===== src/rtl/zb_pkg.sv =====
// ZigBee (802.15.4, 2.4 GHz) shared definitions for the TX modulator and the
// RX despreader: chip-sequence type, modulator state encoding and the
// symbol-to-chip PN spreading function.
package zb_pkg;

  localparam int CHIPS_PER_SYM = 32;

  // Bit k of a chip_seq_t holds chip ck (c0 in bit 0).
  typedef logic [31:0] chip_seq_t;

  typedef enum logic [1:0] {IDLE, SEND, TAIL} tx_state_t;

  // Symbol 0 written as it reads in the standard, c0 first, so bit 31 is c0.
  localparam logic [31:0] PN_SYM0_C0_MSB = 32'b1101_1001_1100_0011_0101_0010_0010_1110;

  // Symbols 1..7 are symbol 0 rotated right by 4n chips, i.e. chip k of
  // symbol n is chip (k - 4n) mod 32 of symbol 0. Symbols 8..15 additionally
  // invert every odd-indexed chip.
  function automatic chip_seq_t pn_chips(input logic [3:0] sym);
    chip_seq_t  seq;
    logic [4:0] src;
    seq = '0;
    for (int k = 0; k < CHIPS_PER_SYM; k++) begin
      src    = 5'(k) - {sym[2:0], 2'b00};
      // ~src == 31 - src maps chip index to the MSB-first literal.
      seq[k] = PN_SYM0_C0_MSB[~src] ^ (sym[3] & k[0]);
    end
    return seq;
  endfunction

endpackage


===== src/rtl/zb_tx_chip_mod_chip_rate_gen.sv =====
// Chip-period divider. Counts 0..CHIP_DIV-1 while enabled and wraps; o_tc is
// high on the last clock of each period. i_clr synchronously returns the
// count to 0 so a new period can be started on any clock.
// Ports:
//   i_clk  system clock
//   i_rst  asynchronous active-low reset
//   i_clr  synchronous clear (has priority over i_en)
//   i_en   advance the counter
//   o_tc   count == CHIP_DIV-1
module chip_rate_gen #(
  parameter int CHIP_DIV = 25,
  parameter int DIV_W    = 6
) (
  input  logic i_clk,
  input  logic i_rst,
  input  logic i_clr,
  input  logic i_en,
  output logic o_tc
);

  logic [DIV_W-1:0] cnt_q, cnt_d;

  assign o_tc = (cnt_q == DIV_W'(CHIP_DIV - 1));

  always_comb begin
    cnt_d = cnt_q;
    if (i_clr) begin
      cnt_d = '0;
    end else if (i_en) begin
      cnt_d = o_tc ? '0 : cnt_q + DIV_W'(1);
    end
  end

  always_ff @(posedge i_clk or negedge i_rst) begin
    if (!i_rst) begin
      cnt_q <= '0;
    end else begin
      cnt_q <= cnt_d;
    end
  end

endmodule


===== src/rtl/zb_tx_chip_mod.sv =====
// ZigBee O-QPSK transmit chip modulator. Accepts 4-bit symbols on a
// valid/ready handshake, spreads each to its 32-chip PN sequence and emits one
// chip every CHIP_DIV clocks. Even chips drive the I rail and odd chips the Q
// rail; each rail holds for two chip periods, so Q lags I by one chip.
// Ports:
//   i_clk        system clock (50 MHz)
//   i_rst        asynchronous active-low reset
//   i_tx_en      transmit enable; low aborts to IDLE on the next clock
//   i_sym_valid  symbol available
//   i_sym        symbol 0..15
//   o_sym_ready  symbol accepted this cycle when i_sym_valid is high
//   o_chip       chip value, valid with o_chip_stb (0 otherwise)
//   o_chip_stb   one-clock pulse at the start of every chip period
//   o_i, o_q     half-sine shaper rail levels
//   o_busy       modulator not idle
module zb_tx_chip_mod
  import zb_pkg::*;
#(
  parameter int CHIP_DIV = 25,
  parameter int DIV_W    = 6
) (
  input  logic       i_clk,
  input  logic       i_rst,
  input  logic       i_tx_en,
  input  logic       i_sym_valid,
  input  logic [3:0] i_sym,
  output logic       o_sym_ready,
  output logic       o_chip,
  output logic       o_chip_stb,
  output logic       o_i,
  output logic       o_q,
  output logic       o_busy
);

  tx_state_t  state_q, state_d;
  logic [4:0] chip_idx_q, chip_idx_d;
  chip_seq_t  chip_reg_q, chip_reg_d;
  logic       chip_q, chip_d;
  logic       stb_q, stb_d;
  logic       rail_i_q, rail_i_d;
  logic       rail_q_q, rail_q_d;

  logic       div_tc, div_clr, div_en;
  logic       last_slot, xfer;
  logic [4:0] chip_idx_nxt;
  chip_seq_t  load_seq;

  chip_rate_gen #(
    .CHIP_DIV (CHIP_DIV),
    .DIV_W    (DIV_W)
  ) u_rate (
    .i_clk (i_clk),
    .i_rst (i_rst),
    .i_clr (div_clr),
    .i_en  (div_en),
    .o_tc  (div_tc)
  );

  // The only mid-stream acceptance point is the last clock of c31, so a
  // following symbol's c0 lands exactly one chip period after c31.
  assign last_slot   = (state_q == SEND) && (chip_idx_q == 5'd31) && div_tc;
  // Gated by i_rst so ready stays low while reset is asserted.
  assign o_sym_ready = i_rst & i_tx_en & ((state_q == IDLE) | last_slot);
  assign xfer        = i_sym_valid & o_sym_ready;

  assign chip_idx_nxt = chip_idx_q + 5'd1;
  assign load_seq     = pn_chips(i_sym);

  always_comb begin
    state_d    = state_q;
    chip_idx_d = chip_idx_q;
    chip_reg_d = chip_reg_q;
    chip_d     = 1'b0;
    stb_d      = 1'b0;
    rail_i_d   = rail_i_q;
    rail_q_d   = rail_q_q;
    div_clr    = 1'b0;
    div_en     = 1'b0;

    if (!i_tx_en) begin
      state_d    = IDLE;
      chip_idx_d = '0;
      chip_reg_d = '0;
      rail_i_d   = 1'b0;
      rail_q_d   = 1'b0;
      div_clr    = 1'b1;
    end else if (xfer) begin
      // c0 is even, so it goes to I; Q keeps the previous symbol's c31.
      state_d    = SEND;
      chip_idx_d = '0;
      chip_reg_d = load_seq;
      chip_d     = load_seq[0];
      stb_d      = 1'b1;
      rail_i_d   = load_seq[0];
      div_clr    = 1'b1;
    end else begin
      case (state_q)
        SEND: begin
          div_en = 1'b1;
          if (div_tc) begin
            if (chip_idx_q == 5'd31) begin
              state_d  = TAIL;
              rail_i_d = 1'b0;
            end else begin
              chip_idx_d = chip_idx_nxt;
              chip_d     = chip_reg_q[chip_idx_nxt];
              stb_d      = 1'b1;
              if (chip_idx_nxt[0]) begin
                rail_q_d = chip_reg_q[chip_idx_nxt];
              end else begin
                rail_i_d = chip_reg_q[chip_idx_nxt];
              end
            end
          end
        end
        TAIL: begin
          // One extra period so the last Q half-sine completes.
          div_en = 1'b1;
          if (div_tc) begin
            state_d  = IDLE;
            rail_q_d = 1'b0;
          end
        end
        default: begin
        end
      endcase
    end
  end

  always_ff @(posedge i_clk or negedge i_rst) begin
    if (!i_rst) begin
      state_q    <= IDLE;
      chip_idx_q <= '0;
      chip_reg_q <= '0;
      chip_q     <= 1'b0;
      stb_q      <= 1'b0;
      rail_i_q   <= 1'b0;
      rail_q_q   <= 1'b0;
    end else begin
      state_q    <= state_d;
      chip_idx_q <= chip_idx_d;
      chip_reg_q <= chip_reg_d;
      chip_q     <= chip_d;
      stb_q      <= stb_d;
      rail_i_q   <= rail_i_d;
      rail_q_q   <= rail_q_d;
    end
  end

  assign o_chip     = chip_q;
  assign o_chip_stb = stb_q;
  assign o_i        = rail_i_q;
  assign o_q        = rail_q_q;
  assign o_busy     = (state_q != IDLE);

endmodule


===== config.mk =====
export PLATFORM = sky130hd
export DESIGN_NAME = zb_tx_chip_mod
export DESIGN_NICKNAME = d
export VERILOG_FILES = /design/src/rtl/zb_pkg.sv /design/src/rtl/zb_tx_chip_mod_chip_rate_gen.sv /design/src/rtl/zb_tx_chip_mod.sv
export SDC_FILE = /design/constraint.sdc
export NUM_CORES = 1
export LEC_CHECK = 0
export ABC_AREA = 1
export CAP_MARGIN = 30
export CORE_ASPECT_RATIO = 1.5
export CORE_MARGIN = 3
export CORE_UTILIZATION = 25
export CTS_BUF_LIST = sky130_fd_sc_hd__clkbuf_4
export CTS_CLUSTER_DIAMETER = 30
export DETAILED_ROUTE_END_ITERATION = 10
export SYNTH_ARGS = -nofsm -noshare
export SYNTH_HDL_FRONTEND = slang
export SYNTH_SLANG_ARGS = --single-unit

===== constraint.sdc =====
create_clock -name i_clk -period 2.1 [get_ports i_clk]
set_clock_uncertainty 0.05 [all_clocks]
set_input_delay 0.42 -clock i_clk [delete_from_list [all_inputs] [get_ports i_clk]]
set_output_delay 0.42 -clock i_clk [all_outputs]
set_load 0.1 [all_outputs]

==> results.ini <==
[synthesis]
yosysWarningCount=0
syn_inst=389
yosysSeqAreaShare_pct=38.67
async_flop_share_pct=100.0
syn_area_mm2=0.003171
synth-main-ff-cell=dfrtp_1
ys_seq_elements=49
synth_edf_count=0
syn_nets=410
avgSynthCellArea_um2=8.150
synth.distinct_cells=35

[setup_path]
end_kind=output pin
startpoint_type=flop
cp.arrival_ns=1.88
r2r_cells=14
crit_end=o_sym_ready
path_class=flop to output pin
critPathMaxFanout=2
timing.rr.start=chip_idx_q[0]$_DFFE_PN0P_
rr_endpoint=chip_reg_q[7]$_DFFE_PN0P_
r2r_slack_ns=-0.03
critPathRequiredTime_ns=1.63
crit_start=chip_idx_q[0]$_DFFE_PN0P_

[floorplan]
die_area_mm2=0.01410
initial_core_util_pct=25.99
die_h_um=143.9
die_w_um=97.95
num_rows=49
ios=14
design.core.area_mm2=0.01220

[global_route]
grtUsageMet1_pct=13.75
antenna_found_initial=0
grt_pass1_vias=2755
grt_max_degree=50
grt_use_met2_pct=20.89
grt_pass1_wl_mm=13.26
grt_overflow=0
grt_usage_pct=11.63
busiest_layer=met2
grt_use_met3_pct=1.846

[clocking]
path_clk_slew_ns=0.14
clkLatencyLatePin_ns=0.38
cts_buffers=5
cts_tree=done
htreeDepth=2
cts_root_buf=clkbuf_4
clock_sinks=49
clock_path_buffers=2
ctsHoldBuffers=0

[final_layout]
layout-area-overhead-vs-synth_pct=26.56
final_layout_size_suffix_gt1_share_pct=27.05
fillers=1272
nets=461
n_antenna_cell=0
final_util_pct=32.89

[power_and_ir_drop]
power_density_mw_per_mm2=672.9
power.leakage_nw=1.867
ir_drop_mv=0.4045
power_mw=2.700

[drt]
route.antenna.remaining_nets=0
wl_per_cell_um=14.02
wirelength_mm=8.315
post-route-drc-count=0
firstDrtPassIters=4
dr.first_iter.drc_count=121
viasPerCell=4.666
num_vias=2767

[placed_design]
port-buffer-count=13
place_hpwl_mm=5.650
place_congestion=0.8987

[sta]
period_needed_ns=2.352
rsz0062_at_grt=yes
timing.final.crit_share_pct=112.0
setup_slack_ns=-0.2520
timing.final.max_slew_violations=0
worstMarginPinSlew_ns=0.6440
finalHoldViolCount=0
relSlewSlack_pct=57.07
fmax_mhz=425.2
setup_viol=11

[outcome]
violations=setup timing
status=finished, violations left

[hold_path]
min-delay-path-class=input pin to async pin

[flow_run]
maxCapViolCount=0

## what timing repair did
item	in CTS	in global routing
buffers inserted	7	9
gates cloned	1	3
pin swaps	5	7
endpoints found under the setup margin	27	47
gates resized for setup	17	43
## synthesized netlist by cell type (3+ instances only)
| cell type | n | share of area, % |
|---|---|---|
| buf_4 | 4 | 0.95 |
| nand3_1 | 46 | 7.3 |
| ha_1 | 13 | 5.1 |
| nand2_2 | 3 | 0.59 |
| o21ai_1 | 5 | 0.79 |
| inv_1 | 62 | 7.3 |
| nand4_1 | 3 | 0.59 |
| xor2_1 | 20 | 5.5 |
| nand2_1 | 84 | 9.9 |
| buf_2 | 4 | 0.63 |
| o22ai_2 | 18 | 7.1 |
| a21oi_1 | 6 | 0.95 |
| nor2_1 | 12 | 1.4 |
| o22ai_1 | 6 | 1.2 |
| o21ai_0 | 26 | 4.1 |
| dfrtp_1 | 49 | 39 |
## power by group
| group | switching (mW) | internal (mW) |
|---|---|---|
| clock | 0.303 | 0.135 |
| combinational | 0.728 | 0.436 |
| sequential | 0.0498 | 1.05 |
| total | 1.08 | 1.62 |
## layout by cell type, fill, tap and decap left out, types with 3 or more instances in the layout
cell             count
clkbuf_4             6
buf_4               37
inv_2                5
o22ai_1              5
nand2_2              5
o21ai_2              3
ha_2                 3
nand3_1             40
o22ai_2             19
nand4_1              3
nand3_2              6
a21oi_1              5
nand2_1             77
ha_1                10
nor2_1              11
nand2_4              5
buf_6                6
clkdlybuf4s50_1      6
buf_12               4
dfrtp_1             49
xor2_1              20
clkinv_1             3
o21ai_1             15
inv_1               57
o21ai_0             13
## per-layer routing
layer,up-vias,share of wire [%]
met2,56,53
met5,-,0
met1,1340,43
met4,0,2.1
li1,1359,-
met3,12,2.7
## state kept, by name, summed over array words and instances (netlist names)
register,cells
chip_idx_q,5
chip_reg_q,32
o_chip,1
o_chip_stb,1
o_i,1
o_q,1
state_q,2
u_rate.cnt_q,6
## how the worst min path moves through the flow
stage                                       endpoint                  startpoint  cells after the start
final                      chip_reg_q[0]$_DFFE_PN0P_                       i_rst                      2
after global routing          state_q[0]$_DFFE_PN0P_                       i_rst                      2
after detailed placement  chip_reg_q[20]$_DFFE_PN0P_  chip_reg_q[20]$_DFFE_PN0P_                      2
after CTS                  chip_reg_q[3]$_DFFE_PN0P_                       i_rst                      2
after global placement    chip_reg_q[20]$_DFFE_PN0P_  chip_reg_q[20]$_DFFE_PN0P_                      2
after floorplan            chip_idx_q[0]$_DFFE_PN0P_                       i_rst                      0
## critical path: stages (launching register included)
cell and delay [ns]:
dfrtp_1 0.40, ha_2 0.20, nand2_2 0.05, nor2_2 0.09, ha_2 0.20, nand2_1 0.06, inv_1 0.07, nand2_2 0.07
nand2_4 0.08, nand2_4 0.05, clkinvlp_4 0.07, buf_12 0.16
## logic make-up (layout without fill, tap and decap cells)
| logic type | Yosys count | after routing | synth area share (%) |
|---|---|---|---|
| AO/OA/AOI/OAI | 67 | 67 | 15.67 |
| buffers and inverters | 82 | 133 | 11.96 |
| adder cells (fa/ha/maj) | 13 | 13 | 5.130 |
| XOR/XNOR | 22 | 22 | 6.078 |
| flip-flops | 49 | 49 | 38.67 |
| AND/OR/NAND/NOR | 156 | 156 | 22.49 |
## cell type report
type | count | area (µm²) | share of cell area, %
Inverter | 68 | 280.3 | 6.985
Timing Repair Buffer | 57 | 555.5 | 13.84
Multi-Input combinational cell | 258 | 1702 | 42.41
Tap cell | 153 | 191.4 | 4.771
Sequential cell | 49 | 1226 | 30.56
Clock inverter | 1 | 3.754 | 0.09355
Timing Repair inverter | 1 | 8.758 | 0.2183
Clock buffer | 6 | 45.04 | 1.123
## through the flow
step | TNS [ns] | cells | hold slack, ns | instance area, µm² | setup slack (ns)
after floorplan | -0.05517 | 389 | 0.07441 | 3186 | -0.05517
after global placement | -0.3677 | 570 | 0.4124 | 3622 | -0.1125
after detailed placement | -0.7266 | 570 | 0.4222 | 3622 | -0.1368
after CTS | -0.6205 | 585 | 0.1285 | 3787 | -0.2864
after global routing | -4.147 | 593 | 0.1653 | 4013 | -0.3807
final | -0.3916 | 593 | 0.1117 | 4013 | -0.2520
No activity file was read; power rests on OpenSTA's default activity.
